`config.mk`:
```
export PLATFORM = sky130hd
export DESIGN_NAME = fwd_scoreboard
export DESIGN_NICKNAME = d
export VERILOG_FILES = /design/src/rtl/fwd_scoreboard.sv
export SDC_FILE = /design/constraint.sdc
export NUM_CORES = 1
export LEC_CHECK = 0
export ABC_AREA = 1
export ABC_CLOCK_PERIOD_IN_PS = 2000
export CORE_MARGIN = 3
export CORE_UTILIZATION = 51
export CTS_BUF_LIST = sky130_fd_sc_hd__clkbuf_8
export DETAILED_ROUTE_END_ITERATION = 8
export PLACE_DENSITY = 0.83
export SYNTH_ARGS = -nofsm -noshare
export SYNTH_HDL_FRONTEND = slang
export SYNTH_SLANG_ARGS = --single-unit
```
`constraint.sdc`:
```
create_clock -name clk -period 2 [get_ports clk]
set_clock_uncertainty 0.2 [all_clocks]
set_input_delay 0.4 -clock clk [delete_from_list [all_inputs] [get_ports clk]]
set_output_delay 0.4 -clock clk [all_outputs]
set_load 0.01 [all_outputs]
```
`src/rtl/fwd_scoreboard.sv`:
```
// Forwarding and load-use hazard unit for the pipelined lc3b datapath.
// Tracks in-flight destination tags and emits registered per-source forward selects.
module fwd_scoreboard #(
   parameter  int NUM_REGS     = 8,
   parameter  int NUM_SRC      = 3,
   parameter  int DEPTH        = 3,
   parameter  int LOAD_SEL_MIN = 2,
   parameter  int FLUSH_DEPTH  = 2,
   parameter  int CNT_W        = 16,
   localparam int REG_W        = $clog2(NUM_REGS),
   localparam int SEL_W        = $clog2(DEPTH)
) (
   input  logic                     clk,
   input  logic                     rst_n,
   input  logic                     advance_i,
   input  logic                     flush_i,
   input  logic                     id_valid_i,
   input  logic                     id_reg_write_i,
   input  logic                     id_is_load_i,
   input  logic [REG_W-1:0]         id_dest_i,
   input  logic [NUM_SRC*REG_W-1:0] id_src_i,
   input  logic [NUM_SRC-1:0]       id_src_used_i,
   output logic                     stall_o,
   output logic [NUM_SRC*SEL_W-1:0] fwd_sel_o,
   output logic [NUM_SRC-1:0]       fwd_hit_o,
   output logic [CNT_W-1:0]         stall_cnt_o
);

   // The WB position writes the regfile on the same edge, so it never forwards;
   // only positions 0..DEPTH-2 are kept.
   localparam int TRACK = DEPTH - 1;

   logic [TRACK-1:0]            tag_valid;
   logic [TRACK-1:0]            tag_wr;
   logic [TRACK-1:0]            tag_ld;
   logic [TRACK-1:0][REG_W-1:0] tag_dest;

   logic [NUM_SRC-1:0][SEL_W-1:0] sel_q;
   logic [NUM_SRC-1:0][SEL_W-1:0] cand_sel;
   logic [CNT_W-1:0]              cnt_q;
   logic [TRACK-1:0]              valid_n;
   logic                          load_hit;
   logic                          accept;

   // Descending scan so the youngest (lowest) matching position is written last.
   always_comb begin
      cand_sel = '0;
      load_hit = 1'b0;
      for (int s = 0; s < NUM_SRC; s++) begin
         for (int p = TRACK - 1; p >= 0; p--) begin
            if (id_valid_i && id_src_used_i[s] && tag_valid[p] && tag_wr[p] &&
                (tag_dest[p] == id_src_i[s*REG_W +: REG_W])) begin
               cand_sel[s] = SEL_W'(p + 1);
               if (tag_ld[p] && (p + 1 < LOAD_SEL_MIN)) load_hit = 1'b1;
            end
         end
      end
   end

   assign stall_o = load_hit & ~flush_i;
   assign accept  = id_valid_i & ~stall_o & ~flush_i;

   always_comb begin
      valid_n = '0;
      for (int p = TRACK - 1; p > 0; p--) valid_n[p] = tag_valid[p-1];
      valid_n[0] = accept;
      if (flush_i) begin
         for (int p = 0; p < TRACK; p++) begin
            if (p < FLUSH_DEPTH) valid_n[p] = 1'b0;
         end
      end
   end

   always_ff @(posedge clk or negedge rst_n) begin
      if (!rst_n) begin
         tag_valid <= '0;
         tag_wr    <= '0;
         tag_ld    <= '0;
         tag_dest  <= '0;
         sel_q     <= '0;
      end else if (advance_i || flush_i) begin
         tag_valid <= valid_n;
         for (int p = TRACK - 1; p > 0; p--) begin
            tag_wr[p]   <= tag_wr[p-1];
            tag_ld[p]   <= tag_ld[p-1];
            tag_dest[p] <= tag_dest[p-1];
         end
         tag_wr[0]   <= id_reg_write_i;
         tag_ld[0]   <= id_is_load_i;
         tag_dest[0] <= id_dest_i;
         sel_q       <= accept ? cand_sel : '0;
      end
   end

   // Counts edges on which the load-use bubble is actually inserted.
   always_ff @(posedge clk or negedge rst_n) begin
      if (!rst_n) begin
         cnt_q <= '0;
      end else if (advance_i && stall_o && (cnt_q != {CNT_W{1'b1}})) begin
         cnt_q <= cnt_q + CNT_W'(1);
      end
   end

   always_comb begin
      fwd_hit_o = '0;
      for (int s = 0; s < NUM_SRC; s++) fwd_hit_o[s] = |sel_q[s];
   end

   assign fwd_sel_o   = sel_q;
   assign stall_cnt_o = cnt_q;

endmodule

```
# Word level (Yosys, flattened, before mapping)
# Index checks and enable logic that the tools add are counted.
# word_totals
ram_bits,0
latch_bits,0
memories,0
ff_bits,33
mem_bits_ro,0
# classes
add_sub_neg,1
n_eq_ne,7
bitwise_logic,5
div,0
reduce_logical,27
shift,0
n_mul,0
n_lt_le_gt_ge,0
muxes,14
# ops
op,count
1-bit logical AND,23
3-bit equality test,6
"16-bit by 1-bit adder with 16-bit output, second input constant",1
"16-bit != test, second input constant",1
2-bit 2-to-1 mux,7
1-bit 2-to-1 mux,6
6-bit 2-to-1 mux,1
2-bit OR reduction,3
1-bit AND,3
1-bit inverter,2
1-bit logical OR,1

# Depth between registers and ports, before layout
# Gate-level depths: netlist of the first run.
# depth
word_depth,14
mapped_depth,12

# Worst setup path after synthesis of the first run
# No wires, ideal clock.
# synth_path
kind,register -> register
from,"reg cnt_q[0], in the netlist stall_cnt_o[0]"
to,"reg cnt_q[8], in the netlist stall_cnt_o[8]"
stages_incl_launch_ff,12
period_less_slack_ps,1818
t_required_ps,1683
setup_ps,117
path_slack_ps,182
t_arrival_ps,1501
cell_sequence,dfrtp_1 > ha_1 > inv_1 > nor2_2 > nand2_2 > nor2_4 > nand3_2 > nand4_4 > inv_2 > buf_6 > nand3b_1 > nand2_1
# synth_between
elab_chain_cells,2
# synth_rtl
element,line,text
"start, declared",40,logic [CNT_W-1:0] cnt_q;
"start signal, assigned",100,cnt_q <= cnt_q + CNT_W'(1);
branches (longest 2 deep; another with 16-bit by 1-bit adder with 16-bit output),-,
# Several ways; the timed one is not identified.
# A chain may end at the register's enable or synchronous reset.

# Worst setup path in the final report of the first run
# layout_path
from,reg tag_valid[0]
to,reg sel_q (netlist bit fwd_sel_o[1])
# layout_between
elab_chain_cells,13
# layout_rtl
element,line,text
"start, declared",33,logic [TRACK-1:0] tag_valid;
"start signal, assigned",82,tag_valid <= valid_n;
1-bit logical AND (3 in a row),51,if (id_valid_i && id_src_used_i[s] && tag_valid[p] && tag_wr[p] &&
1-bit 2-to-1 mux,51,
1-bit 2-to-1 mux,54,if (tag_ld[p] && (p + 1 < LOAD_SEL_MIN)) load_hit = 1'b1;
1-bit 2-to-1 mux,51,
1-bit 2-to-1 mux,54,
1-bit 2-to-1 mux,51,
1-bit AND,60,assign stall_o = load_hit & ~flush_i;
1-bit inverter,61,assign accept = id_valid_i & ~stall_o & ~flush_i;
1-bit AND (2 in a row),61,
6-bit 2-to-1 mux (*),91,sel_q <= accept ? cand_sel : '0;
"end signal, assigned",91,
"end, declared",38,logic [NUM_SRC-1:0][SEL_W-1:0] sel_q;
# Mark *: on every way between the ends. The rest lies on a longest branch, timed or not.

==> results of run 1 <==
power by group through the flow:
| stage | logic (mW) | clock network (mW) | registers [mW] |
|---|---|---|---|
| floorplan | 0.0838 | 0 | 0.720 |
| global placement | 0.205 | 0 | 0.723 |
| detailed placement | 0.209 | 0 | 0.724 |
| CTS | 0.221 | 0.651 | 0.712 |
| global route | 0.275 | 0.683 | 0.715 |
| finish | 0.256 | 0.659 | 0.714 |
per-layer routing:
layer,vias up,GRT usage [%]
met4,0,11.9
met3,36,6.75
met1,1079,31.7
met5,-,0
li1,1004,-
met2,155,47.4
kinds of logic after synthesis:
family / after synthesis / synth area share [%]
AND/OR/NAND/NOR: 148 / 35.4
buffers and inverters: 42 / 9.15
flip-flops: 33 / 43.7
XOR/XNOR: 11 / 5.10
AO/OA/AOI/OAI: 21 / 5.96
adder cells (fa/ha/maj): 1 / 0.663
worst reg2reg max path: stages (launching register included):
cell and delay (ns):
dfrtp_1 0.39, nand2_1 0.10, inv_2 0.11, nand2_1 0.10
nor2_2 0.14, nand2_2 0.09, buf_4 0.14, buf_4 0.13
buf_4 0.12, buf_4 0.12, buf_4 0.12, buf_4 0.13
nand4_1 0.06, o21ai_0 0.09
placed cells by master (no fill, tap or decap), drive strengths merged:
master,netlist,routed
nand2,87,87
buf,2,56
inv,38,39
dfrtp,33,33
clkdlybuf4s50,0,32
nor2,31,31
o21ai,15,15
dlygate4sd2,0,13
xnor2,9,9
nand3b,7,7
nor3,7,7
clkbuf,2,7
nand3,7,7
nand4,7,7
o22ai,4,4
xor2,2,2
or2,1,1
o31ai,1,1
and2,1,1
a21oi,1,1
ha,1,1
bufinv,0,1
final cells by class:
cell class	count	area, um^2
Tap cell	46	57.6
Clock buffer	6	82.6
Sequential cell	33	826
Fill cell	174	477
Inverter	38	145
Multi-Input combinational cell	181	953
Timing Repair Buffer	102	867
Clock inverter	2	33.8
registers in the layout, summed over array words and instances (netlist names):
register and count:
stall_cnt_o 16, tag_dest 6, tag_valid 2, tag_wr 2, tag_ld 1, fwd_sel_o 6
stage by stage:
step | util (%) | power (mW) | setup TNS, ns | std cells | setup WS, ns
after floorplan | - | 0.804 | 0 | 256 | 0.182
after global placement | 76.3 | 0.929 | -5.31 | 377 | -0.612
after detailed placement | 76.3 | 0.933 | -5.93 | 377 | -0.622
after CTS | 82.9 | 1.58 | -0.0186 | 402 | -0.0186
after global routing | 86.2 | 1.67 | -1.20 | 408 | -0.236
final | 86.2 | 1.63 | -0.485 | 408 | -0.146
worst paths after layout:
check                      slack, ns                        to  cells after the start
max                            -0.15  fwd_sel_o[1]$_DFFE_PN0P_                     13
min                             0.30   tag_dest[0]$_DFFE_PN0P_                      2
max reg2reg                    -0.15  fwd_sel_o[1]$_DFFE_PN0P_                     13
min reg2reg                     0.34  tag_valid[1]$_DFFE_PN0P_                      2
max in group asynchronous       0.99  fwd_sel_o[3]$_DFFE_PN0P_                      2
min in group clk                0.34  tag_valid[1]$_DFFE_PN0P_                      2
repair_timing:
| action | 4_1_cts | 5_1_grt |
|---|---|---|
| pin swaps | 6 | 8 |
| buffers inserted | 17 | 6 |
| endpoints found under the setup margin | 9 | 19 |
| gates resized for setup | 22 | 25 |
==> reports/qor.csv, run 1 <==
metric,value,unit
rsz0062_at_grt,yes,
gp_congestion,0.936,
wl,6670,um
wl_met3,550,um
drive_above_1_share,26.0,%
power.share.switching,25.5,%
grt_first_pass_wirelength,9000,um
maxCapViolCount,0,
violations,setup timing,
wl_met2,3340,um
die_area,0.00447,mm^2
cpMostUsedCell,buf_4,
ant_nets,0,
grt_pass1_vias,1979,
setup_ws,-0.146,ns
synthFlopType,dfrtp_1,
synth_commonest_cells,"nand2_1 (86), inv_1 (35), dfrtp_1 (33)",
fp.dieH,66.8,um
synth-async-reset-ratio,100,%
ctsHoldBuffers,0,
comb_power_share,15.7,%
vias,2274,
dr.pass1.iters,6,
overflow,0,
p_leak,1.48,nW
io_buffers,47,
grt_max_degree,34,
die_w,66.8,um
synth.most_common_cell,nand2_1,
clock_path_buffers,2,
path_delay_family,buffers and inverters,
synthToLayoutAreaGrowth,57.1,%
remaining_drc_errors,0,
power.density,549,mW/mm^2
crit_path_end_kind,flop,
io_pins,48,
clk_latency,0.30,ns
critPathLaunchType,flop,
top_layer,met4,
outcome,"complete, but fails checks",
syn_area,0.00189,mm^2
start_util,54.9,%
synth.avg_cell_area,7.38,um^2
rr_startpoint,tag_valid[0]$_DFFE_PN0P_,
cts_tree,done,
cts.sinks,33,
min_path_type,in -> async,
wl_met1,2490,um
cts_made_buffers,5,
ys_types,27,
fin_crit,2.15,ns
ys_ff_latch,33,
synthCells,256,
finalSetupViolCount,8,
final_max_slew_viol_count,0,
pwr-share-seq,43.8,%
max_freq,466,MHz
holdWs,0.302,ns
rows,21,
drtIter0Drc,357,
path_clk_slew,0.07,ns
critPathMaxFanout,3,
crit_buf_inv,7,
antenna_found_initial,0,
crit_type,reg -> reg,
h-tree-depth,2,
worstPathCellList,nand2_1 > inv_2 > nand2_1 > nor2_2 > nand2_2 > buf_4 > buf_4 > buf_4 > buf_4 > buf_4 > buf_4 > nand4_1 > o21ai_0,
yosysWarnings,0,
track_usage,27.4,%
synth_top_area_share,43.7,%
synth_top_cell_by_area,dfrtp_1,
worstPathRequired,1.98,ns
dpl.hpwl,3420,um
hold_violations,0,
cts_root_buffer,clkbuf_8,
cp-startpoint,tag_valid[0]$_DFFE_PN0P_,
yosysSeqAreaShare,43.7,%
timing.slew.headroom,68.2,%
coreArea,0.00344,mm^2
synth-edff-count,0,
tightest_slew,0.476,ns
antenna_cells,0,
routed_via_density,5.57,
min_period_over_period,107,%
pwr-share-clk,40.4,%
vdd_ir_drop_max,0.545,mV
crit_path_max_incr_delay,0.39,ns
nets,384,
slowest_stage,dfrtp_1,
place_area,0.00263,mm^2
arrival,2.12,ns
fin_area,0.00297,mm^2
wl_per_cell,16.3,um
syn_nets,279,
p_sw,0.415,mW
synth_area_leaders,"dfrtp_1 (44%), nand2_1 (17%), inv_1 (7.0%), nor2_1 (5.6%), xnor2_1 (4.2%)",
p_int,1.21,mW
Power figures use the tool's default switching activity.
==> run 2: changes to the inputs <==
Settings changed: RECOVER_POWER set to 25.
==> run 2 against run 1 <==
The run still ends with setup timing left; wire length rose by 0.19%; combinational power about the same; design area hardly changed; first-iteration DRC count shrank 0.28%; sequential share of layout area is essentially flat; sequential cell count did not move; largest cell class unchanged.
==> reports/qor.csv, run 2 (synthesized netlist as in run 1, its figures left out) <==
metric,value,unit,change
cts_tree,done,,
dpl.hpwl,3420,um,unchanged
setup_ws,-0.131,ns,+0.0159 ns
power.density,549,mW/mm^2,about the same
die_w,66.8,um,unchanged
final_common_cell,nand2_1,,
holdWs,0.338,ns,+0.0367 ns
fin_area,0.00296,mm^2,about the same
arrival,2.10,ns,-0.02 ns
outcome,"complete, but fails checks",,
worstPathRequired,1.97,ns,about the same
gp_congestion,0.936,,unchanged
fp.dieH,66.8,um,unchanged
dr.pass1.iters,5,,-1
antenna_found_initial,0,,unchanged
ant_nets,0,,unchanged
place_worst_setup_slack,-0.622,ns,unchanged
nets,384,,unchanged
post-route-util,86.1,%,about the same
antenna_cells,0,,unchanged
cts.sinks,33,,unchanged
track_usage,27.4,%,unchanged
maxCapViolCount,0,,unchanged
max_freq,469,MHz,+0.74%
ctsHoldBuffers,0,,unchanged
routed_via_density,5.51,,-1.1%
finalSetupViolCount,6,,-2
final_max_slew_viol_count,0,,unchanged
min_period_over_period,107,%,-0.79 points
remaining_drc_errors,0,,unchanged
clock_path_buffers,2,,unchanged
critPathLaunchType,flop,,
hold_violations,0,,unchanged
critPathMaxFanout,3,,unchanged
largest_reg_flops,16,,unchanged
start_util,54.9,%,unchanged
h-tree-depth,2,,unchanged
io_buffers,47,,unchanged
fin_crit,2.13,ns,-0.0159 ns
clk_latency,0.29,ns,about the same
wl_per_cell,16.4,um,+0.19%
timing.slew.headroom,45.4,%,-23 points
total_power,1.63,mW,about the same
crit_type,reg -> reg,,
cts_made_buffers,5,,unchanged
place_area,0.00263,mm^2,unchanged
synthToLayoutAreaGrowth,56.9,%,about the same
grt_pass1_vias,1979,,unchanged
worstHoldPathCells,2,,
coreArea,0.00344,mm^2,unchanged
min_path_type,reg -> reg,,
io_pins,48,,unchanged
tightest_slew,0.819,ns,+0.343 ns
p_leak,1.48,nW,about the same
overflow,0,,unchanged
wl,6680,um,+0.19%
die_area,0.00447,mm^2,unchanged
reg2regPathDepth,13,,unchanged
grt_first_pass_wirelength,9000,um,unchanged
vias,2249,,-1.1%
drive_above_1_share,26.0,%,unchanged
rows,21,,unchanged
path_clk_slew,0.07,ns,about the same
crit_path_end_kind,flop,,
grt_max_degree,34,,unchanged
rsz0062_at_grt,yes,,
vdd_ir_drop_max,0.545,mV,about the same
violations,setup timing,,
final_cell_mix,"nand2_1 (79), buf_4 (53), inv_1 (33), dfrtp_1 (33), clkdlybuf4s50_1 (31)",,
cts_root_buffer,clkbuf_8,,
fillCellCount,175,,+0.57%
drtIter0Drc,356,,-0.28%
## run 2: cell types whose count changed in the layout (fill, tap and decap cells not counted), sizes merged
cell	delta
buf	-1
clkbuf	+1
clkdlybuf4s50	-1
dlygate4sd3	+1
## run 2: final cells by class
type | instances | area [um^2] | share of cell area, %
repair buffers | 102 | 865 | 29.2
multi-input cells | 181 | 953 | 32.2
flip-flops and latches | 33 | 826 | 27.9
clock inverters | 2 | 33.8 | 1.14
clock buffers | 6 | 82.6 | 2.79
well taps | 46 | 57.6 | 1.94
inverters | 38 | 145 | 4.90
## run 2: path summary, 6_finish.rpt
path / slack (ns) / endpoint / startpoint
max reg2reg: -0.13 / fwd_sel_o[1]$_DFFE_PN0P_ / tag_valid[0]$_DFFE_PN0P_
max in group asynchronous: 0.56 / fwd_sel_o[3]$_DFFE_PN0P_ / rst_n
min in group asynchronous: 0.52 / tag_dest[0]$_DFFE_PN0P_ / rst_n
min reg2reg: 0.34 / tag_valid[1]$_DFFE_PN0P_ / tag_valid[1]$_DFFE_PN0P_
max: -0.13 / fwd_sel_o[1]$_DFFE_PN0P_ / tag_valid[0]$_DFFE_PN0P_
min: 0.34 / tag_valid[1]$_DFFE_PN0P_ / tag_valid[1]$_DFFE_PN0P_
## run 2: repair_timing
| action | in CTS | in global routing |
|---|---|---|
| pin swaps | 6 | 8 |
| gates resized for setup | 22 | 25 |
| setup buffers | 17 | 6 |
| endpoints found under the setup margin | 9 | 19 |
## run 2: worst max-delay path: stages, from the launching register on
cell and delay, ns:
dfrtp_1 0.38, nand2_1 0.10, inv_2 0.10, nand2_1 0.09, nor2_2 0.14, nand2_2 0.09, buf_4 0.14, buf_4 0.13
buf_4 0.12, buf_4 0.12, buf_4 0.12, buf_4 0.13, nand4_1 0.06, o21ai_0 0.09
## run 2: through the flow
| stage | setup TNS (ns) | cells |
|---|---|---|
| 5_1_grt | -1.20 | 408 |
| 6_report | -0.422 | 408 |
| 3_5_place_dp | -5.93 | 377 |
| 2_1_floorplan | 0 | 256 |
| 4_1_cts | -0.0186 | 402 |
| 3_3_place_gp | -5.31 | 377 |
## run 2: metal layers
metal | vias up | global-route usage, % | part of all wire [%]
met5 | - | 0 | 0
met4 | 0 | 11.9 | 3.8
met3 | 28 | 6.75 | 7.4
met2 | 140 | 47.4 | 51
met1 | 1076 | 31.7 | 38
li1 | 1005 | - | -
## run 2: power breakdown
group	internal, mW	total, mW	switching [mW]	leakage, nW
registers	0.689	0.714	0.0250	0.437
clock network	0.401	0.659	0.258	0.0626
logic	0.123	0.255	0.132	0.980
==> run 3: changes to the inputs <==
Settings changed: CORE_ASPECT_RATIO set to 0.9, PLACE_DENSITY 0.83 to 0.87, SETUP_SLACK_MARGIN set to 0.1.
==> run 3 against run 2 <==
The flow still finishes with violations (setup timing); clock-buffer cell count unchanged; core utilization up 7.9 points; largest cell class is now buffers; design area up 9.5%; critical endpoint is now stall_cnt_o[6]$_DFFE_PN0P_.
==> reports/qor.csv, run 3 (synthesized netlist as in run 1, its figures left out) <==
metric,value,unit,change
outcome,"complete, but fails checks",,
violations,setup timing,,
path_clk_slew,0.08,ns,about the same
power.density,520,mW/mm^2,-5.3%
p_leak,1.77,nW,+20%
hold_end,tag_valid[1]$_DFFE_PN0P_,,
h-tree-depth,2,,unchanged
comb_power_share,16.0,%,+0.4 points
path_delay_family,simple AND/OR/NAND/NOR gates,,
worstPathRequired,2.01,ns,+0.04 ns
place_worst_setup_slack,-0.646,ns,-0.0241 ns
worst-r2r-setup-slack,-0.46,ns,-0.33 ns
crit_path_end_kind,flop,,
power.share.switching,27.8,%,+2.3 points
rsz0062_at_grt,yes,,
track_usage,29.5,%,+2.2 points
final_common_cell,nand2_1,,
antenna_cells,0,,unchanged
r2r_end,stall_cnt_o[6]$_DFFE_PN0P_,,
rows,20,,-4.8%
cts.sinks,33,,unchanged
grt_pass1_vias,2138,,+8.0%
hold_start,tag_valid[1]$_DFFE_PN0P_,,
p_int,1.22,mW,+0.57%
grt_max_degree,34,,unchanged
pwr-share-seq,42.5,%,-1.4 points
cpMostUsedCell,nor2_1,,
fp.dieH,63.7,um,-4.7%
dr.pass1.iters,7,,+2
max_freq,407,MHz,-13%
drive_above_1_share,34.8,%,+8.8 points
stdcell_count,429,,+5.1%
largest_reg_flops,16,,unchanged
fin_area,0.00325,mm^2,+9.5%
final_max_slew_viol_count,0,,unchanged
post-route-util,94.0,%,+7.9 points
arrival,2.46,ns,+0.36 ns
final_cell_mix,"nand2_1 (80), buf_4 (67), inv_1 (31), dfrtp_1 (28), nor2_1 (23)",,
remaining_drc_errors,0,,unchanged
finalSetupViolCount,24,,+18
fin_crit,2.46,ns,+0.328 ns
critPathLaunchType,flop,,
wl,9410,um,+41%
rr_startpoint,tag_wr[0]$_DFFE_PN0P_,,
tns,-4.72,ns,-4.30 ns
hold_violations,0,,unchanged
vdd_ir_drop_max,0.699,mV,+28%
crit_path_max_incr_delay,0.38,ns,about the same
gp_congestion,0.881,,-5.9%
nets,407,,+6.0%
total_power,1.69,mW,+3.7%
ant_nets,0,,unchanged
slowest_stage,dfrtp_1,,
wl_per_cell,21.9,um,+34%
maxCapViolCount,0,,unchanged
dpl.hpwl,3350,um,-2.0%
io_buffers,47,,unchanged
coreArea,0.00345,mm^2,+0.33%
io_pins,48,,unchanged
cts_root_buffer,clkbuf_8,,
start_util,54.7,%,-0.18 points
place_area,0.00259,mm^2,-1.2%
grt_first_pass_wirelength,10200,um,+14%
min_period_over_period,123,%,+16 points
timing.slew.headroom,45.9,%,+0.47 points
fillCellCount,110,,-37%
vias,2634,,+17%
worstHoldPathCells,2,,unchanged
clk_latency,0.32,ns,+0.03 ns
worstPathCellList,nand2_1 > inv_1 > nand2_1 > nor2_1 > nand2_1 > nand3_2 > buf_4 > nand4_4 > buf_6 > nor2_1 > nor2_1 > nor2_1,,
holdWs,0.348,ns,+0.00945 ns
cts_made_buffers,5,,unchanged
synthToLayoutAreaGrowth,71.9,%,
routed_via_density,6.14,,+11%
die_area,0.00447,mm^2,about the same
cts_tree,done,,
setup_ws,-0.459,ns,-0.328 ns
antenna_found_initial,0,,unchanged
min_path_type,reg -> reg,,
p_sw,0.469,mW,+13%
critPathMaxFanout,5,,+2
clock_path_buffers,2,,unchanged
reg2regPathDepth,12,,-1
crit_type,reg -> reg,,
die_w,70.1,um,+4.9%
pwr-share-clk,41.5,%,+1.0 points
tightest_slew,0.812,ns,-0.00706 ns
drtIter0Drc,385,,+8.1%
crit_buf_inv,3,,-4
overflow,0,,unchanged
ctsHoldBuffers,0,,unchanged
place_inst,371,,-1.6%
run 3: routing by layer:
metal	routed length (um)	vias to the layer above	share of wire, %	track usage, %
met5	0	-	0	0
met4	745	0	7.9	13.4
met3	1030	99	11	8.61
met2	4380	278	47	48.5
met1	3260	1204	35	35.8
li1	-	1053	-	-
run 3: worst max path at each step:
stage | startpoint | end | cells past startpoint
6_report | tag_wr[0]$_DFFE_PN0P_ | stall_cnt_o[6]$_DFFE_PN0P_ | 12
5_1_grt | tag_wr[0]$_DFFE_PN0P_ | stall_cnt_o[6]$_DFFE_PN0P_ | 12
4_1_cts | tag_dest[0]$_DFFE_PN0P_ | stall_o | 9
3_5_place_dp | id_valid_i | stall_o | 10
3_3_place_gp | id_valid_i | stall_o | 10
2_1_floorplan | stall_cnt_o[0]$_DFFE_PN0P_ | stall_cnt_o[8]$_DFFE_PN0P_ | 11
run 3: timing repair:
action,4_1_cts,5_1_grt
setup buffers,20,28
gates resized for setup,43,46
cloned,1,1
endpoints found under the setup margin,21,37
pin swaps,13,13
run 3: power by group through the flow:
stage / sequential, mW / clock (mW) / combinational (mW)
6_report: 0.717 / 0.700 / 0.270
5_1_grt: 0.718 / 0.717 / 0.288
4_1_cts: 0.712 / 0.674 / 0.215
3_5_place_dp: 0.725 / 0 / 0.205
3_3_place_gp: 0.724 / 0 / 0.203
2_1_floorplan: 0.720 / 0 / 0.0838
run 3: area by class of cell:
cell class	count	area [um^2]	share of cell area, %
clock buffers	6	82.6	2.54
clock inverters	2	37.5	1.16
inverters	38	148	4.55
multi-input cells	181	1010	31.0
repair inverters	1	6.26	0.193
repair buffers	124	1080	33.2
well taps	44	55.1	1.70
flip-flops and latches	33	832	25.6
run 3: tightest hold or removal path: stages, from the launching register on:
cell and delay [ns]:
dfrtp_1 0.36, nand2_1 0.07, o31ai_1 0.08
==> variant 1, RTL diff (config.mk and constraints of run 1) <==
Reset style: synchronous (`rst_n`), changed in 2 clocked blocks.
--- a/src/rtl/fwd_scoreboard.sv
+++ b/src/rtl/fwd_scoreboard.sv
@@ -71,7 +71,7 @@
       end
    end
 
-   always_ff @(posedge clk or negedge rst_n) begin
+   always_ff @(posedge clk) begin
       if (!rst_n) begin
          tag_valid <= '0;
          tag_wr    <= '0;
@@ -93,7 +93,7 @@
    end
 
    // Counts edges on which the load-use bubble is actually inserted.
-   always_ff @(posedge clk or negedge rst_n) begin
+   always_ff @(posedge clk) begin
       if (!rst_n) begin
          cnt_q <= '0;
       end else if (advance_i && stall_o && (cnt_q != {CNT_W{1'b1}})) begin
Check against the original RTL: differs if rst_n is asserted again (counterexample within 4 cycles, from zero or initial values and one cycle with rst_n low); with rst_n held inactive, the same outputs for 10 cycles.
==> variant 1 against run 1 <==
  * Largest power group unchanged
  * Design area up 2.7%
  * Routed wire length up 10%
  * Via count up 12%
  * Critical path depth down 4
  * Worst setup slack better by 0.066 ns
  * Critical path type is now register to output port
  * Synthesized area down 2.5%
  * The flow still finishes with violations (negative setup slack)
  * Sequential cell count unchanged
  * Total power down 11%
  * Highest routed layer unchanged
==> variant 1: results <==
export IMPL_pre_cts_slack_ns=-0.748
export IMPL_ys_types=29
export IMPL_postSynth_asyncResetShare_pct=0
export IMPL_dp_cells=403
export IMPL_combPwrFrac_pct=17.4
export IMPL_violations="negative setup slack"
export IMPL_final_core_util_pct=89.2
export IMPL_drive_above_1_share_pct=32.2
export IMPL_vias=2536
export IMPL_synth_warnings=0
export IMPL_synthTopCellsByCount="nand2_1, nor2_1, dfxtp_1, inv_1, a21oi_1"
export IMPL_num_nets_final=419
export IMPL_synth_top_cells_by_area="dfxtp_1, nand2_1, nor2_1"
export IMPL_wl_met3_um=777
export IMPL_first_iter_violations=464
export IMPL_clkPwrFrac_pct=34.9
export IMPL_use_met1_pct=36.1
export IMPL_wl_met2_mm=3.30
export IMPL_grt_max_degree=14
export IMPL_gp_congestion=0.860
export IMPL_place_area_mm2=0.00260
export IMPL_synth_flop_cell="dfxtp_1"
export IMPL_use_met2_pct=48.6
export IMPL_arrival_ns=1.48
export IMPL_grt_total_usage_pct=29.3
export IMPL_cell_internal_pwr_mw=1.04
export IMPL_p_leak_nw=1.42
export IMPL_p_sw_mw=0.409
export IMPL_ir_drop_mv=0.570
export IMPL_use_met3_pct=4.42
export IMPL_ys_seq_area_share_pct=35.9
export IMPL_wl_per_cell_um=16.6
export IMPL_whs_ns=0.286
export IMPL_stdcell_count=443
export IMPL_crit_fanout=6
export IMPL_top_layer="met4"
export IMPL_setup_tns_ns=-0.276
export IMPL_place_hpwl_mm=3.64
export IMPL_syn_avg_cell_area_um2=6.51
export IMPL_grt_pass1_wl_mm=9.88
export IMPL_hp_class="register to register"
export IMPL_setup_violations=5
export IMPL_status="finished, violations left"
export IMPL_grt_pass1_vias=2219
export IMPL_fillers=166
export IMPL_setup_ws_ns=-0.0805
export IMPL_r2r_setup_slack_ns=-0.06
export IMPL_antenna_found_initial=0
export IMPL_slew_headroom_pct=78.3
export IMPL_syn_nets=306
==> variant 1: cell types whose count changed in the layout (fill, tap and decap cells not counted), moves of 7 or more <==
cell           before  now
a21oi_1             1   25
dlygate4sd2_1      13    6
nand3b_1            7    0
dfxtp_1             0   26
buf_4              54   65
nand2_1            79   61
nor2_1             22   34
nand3_1             5   12
dfrtp_1            33    0
nand2_2             7   15
==> variant 1: timing repair <==
item                       4_1_cts  5_1_grt
resized for setup               27       50
buffers inserted                23        9
pin swaps                       10       17
setup endpoints to repair       17       21
==> variant 1: logic make-up (layout without fill, tap and decap cells) <==
family,count (synthesis),in the layout,synth area share (%)
simple gates,157,157,38.6
xor+xnor,8,8,3.80
fa+ha+maj,1,1,0.679
compound gates,40,40,11.3
flops,33,33,35.9
mux,1,1,0.543
buf+inv,43,157,9.24
==> variant 1: worst paths after layout <==
path | startpoint | end | cells past startpoint
worst max-delay path | tag_dest[1] | stall_o | 9
worst min-delay path | fwd_sel_o[5] | fwd_sel_o[5] | 2
worst max register to register | tag_dest[1] | stall_cnt_o[3] | 13
worst min register to register | fwd_sel_o[5] | fwd_sel_o[5] | 2
==> variant 1: area by class of cell <==
| type | count | area share (%) |
|---|---|---|
| Clock buffer | 5 | 2.26 |
| Clock inverter | 3 | 0.575 |
| Timing Repair Buffer | 113 | 32.0 |
| Inverter | 36 | 4.68 |
| Multi-Input combinational cell | 207 | 36.4 |
| Tap cell | 46 | 1.89 |
| Sequential cell | 33 | 22.2 |
==> variant 1: worst max-delay path: stages (launching register included) <==
cell	delay (ns)
dfxtp_4	0.39
inv_2	0.06
nand2_1	0.06
nand2_1	0.09
nor2_4	0.15
nand2_2	0.11
nand3_4	0.10
nand2_2	0.06
inv_2	0.07
buf_6	0.10
==> variant 2, RTL diff (flow settings as in run 1) <==
Without the edit above. The parameter `DEPTH` goes from 3 to 6.
--- a/src/rtl/fwd_scoreboard.sv
+++ b/src/rtl/fwd_scoreboard.sv
@@ -3,7 +3,7 @@
 module fwd_scoreboard #(
    parameter  int NUM_REGS     = 8,
    parameter  int NUM_SRC      = 3,
-   parameter  int DEPTH        = 3,
+   parameter  int DEPTH        = 6,
    parameter  int LOAD_SEL_MIN = 2,
    parameter  int FLUSH_DEPTH  = 2,
    parameter  int CNT_W        = 16,
Ports: changed (resized fwd_sel_o); port bits go from 48 to 51. The function was not compared with the original's and may differ.
==> variant 2 against run 1 <==
  * The flow still finishes with violations (negative setup slack)
  * Largest power group unchanged
  * Synthesized cell count increased by 68%
  * Design area increased by 40%
  * Synthesized area rose by 70%
  * Worst setup slack better by 0.056 ns
  * Routed wire length rose by 19%
  * Total power grew 44%
  * Sequential share of layout area rose by 2.9 points
  * Largest cell class unchanged
  * Sequential cell count is 18 higher
==> variant 2: results <==
export IMPL_syn_nets=452
export IMPL_first_iter_violations=155
export IMPL_avgViaCountPerCell=5.08
export IMPL_buf_share_pct=19.6
export IMPL_place_hpwl_mm=6.02
export IMPL_setup_ws_ns=-0.0899
export IMPL_cts_reportedPaths_clkPinSlew_ns=0.10
export IMPL_wl_met3_um=385
export IMPL_synth_top_cells_by_area="dfrtp_1, nand2_1, xnor2_1"
export IMPL_use_met2_pct=40.5
export IMPL_violations="negative setup slack"
export IMPL_fillers=480
export IMPL_multi_input_area_share_pct=40.5
export IMPL_inv_count=45
export IMPL_buffers=88
export IMPL_critPathTopFamily="flip-flops"
export IMPL_p_leak_nw=2.03
export IMPL_seq_area_share_pct=30.8
export IMPL_use_met3_pct=4.08
export IMPL_drive_above_1_share_pct=22.5
export IMPL_endpoint="stall_o"
export IMPL_m1WireLength_mm=3.48
export IMPL_worstSkewPairLatency_ns=0.31
export IMPL_num_nets_final=525
export IMPL_tightest_slew_ns=0.515
export IMPL_setup_tns_ns=-0.0899
export IMPL_clkCellAreaFrac_pct=2.71
export IMPL_timing_rr_end="stall_cnt_o[4]"
export IMPL_status="finished, violations left"
export IMPL_crit_path_top_delay_cell="dfrtp_2"
export IMPL_synth_seq_cells=51
export IMPL_synthTopCellsByCount="nand2_1, dfrtp_1, nor2_1"
export IMPL_nClkBuffers=5
export IMPL_grt_max_degree=32
export IMPL_use_met1_pct=28.5
export IMPL_r2r_setup_slack_ns=0.11
export IMPL_dieWidth_um=85.2
export IMPL_crit_fanout=5
export IMPL_ir_drop_mv=0.348
export IMPL_reg2regPathDepth=12
export IMPL_crit_path_start="tag_dest[1]"
export IMPL_pre_cts_slack_ns=-0.821
export IMPL_grt_pass1_wl_mm=13.4
export IMPL_wl_met2_mm=3.90
export IMPL_io_buffers=50
export IMPL_drt_wl_total_mm=7.95
export IMPL_grt_total_usage_pct=23.0
export IMPL_ys_types=32
export IMPL_slowest_delay_ns=0.46
export IMPL_dp_cells=562
export IMPL_hp_class="register to register"
export IMPL_ys_seq_area_share_pct=39.9
export IMPL_gp_congestion=0.948
export IMPL_setup_violations=1
export IMPL_drtPass1Iterations=4
export IMPL_vias=2938
export IMPL_timing_rr_start="tag_dest[0]"
export IMPL_place_area_mm2=0.00393
export IMPL_arrival_ns=1.49
export IMPL_multi_input_comb_cells=311
variant 2: cell types whose count changed in the layout (fill, tap and decap cells not counted), sizes merged, moves of 2 or more:
cell          change
buf              -17
clkbuf            -2
clkinv            +6
dfrtp            +18
dlymetal6s2s      +3
inv               +2
nand2            +66
nand3             +8
nor2             +13
nor3              +6
o21ai            +12
o22ai             -4
xnor2            +20
xor2              +7
variant 2: power breakdown:
group,total [mW],internal [mW],switching [mW],leakage [nW]
registers,1.17,1.09,0.0848,0.664
logic,0.425,0.201,0.225,1.31
clock network,0.742,0.373,0.369,0.0581
total,2.34,1.66,0.678,2.03
variant 2: cells by family (layout without fill, tap and decap cells):
| family | count (synthesis) | in the layout | synth area share, % |
|---|---|---|---|
| AO/OA/AOI/OAI | 32 | 32 | 5.90 |
| XOR/XNOR | 38 | 38 | 10.6 |
| adder cells (fa/ha/maj) | 1 | 1 | 0.391 |
| buffers and inverters | 67 | 141 | 9.34 |
| flip-flops | 51 | 51 | 39.9 |
| AND/OR/NAND/NOR | 240 | 240 | 33.9 |
variant 2: worst min-delay path, stage by stage (launching register included):
cell and delay, ns:
dfrtp_1 0.36, nand2_1 0.05, o21ai_0 0.06
variant 2: stage by stage:
step / util [%] / hold WS (ns) / power, mW
4_1_cts: 68.0 / 0.314 / 2.34
3_5_place_dp: 65.6 / 0.195 / 1.61
6_report: 69.5 / 0.310 / 2.34
2_1_floorplan: - / -0.0956 / 1.44
3_3_place_gp: 65.6 / 0.186 / 1.60
5_1_grt: 69.5 / 0.329 / 2.45
variant 2: what timing repair did:
item                                    4_1_cts  5_1_grt
hold buffers                                  1        0
hold endpoints to repair                     20        0
buffers inserted                              3        4
pin swaps                                     4        7
gates resized for setup                      25       21
endpoints found under the setup margin       22       20
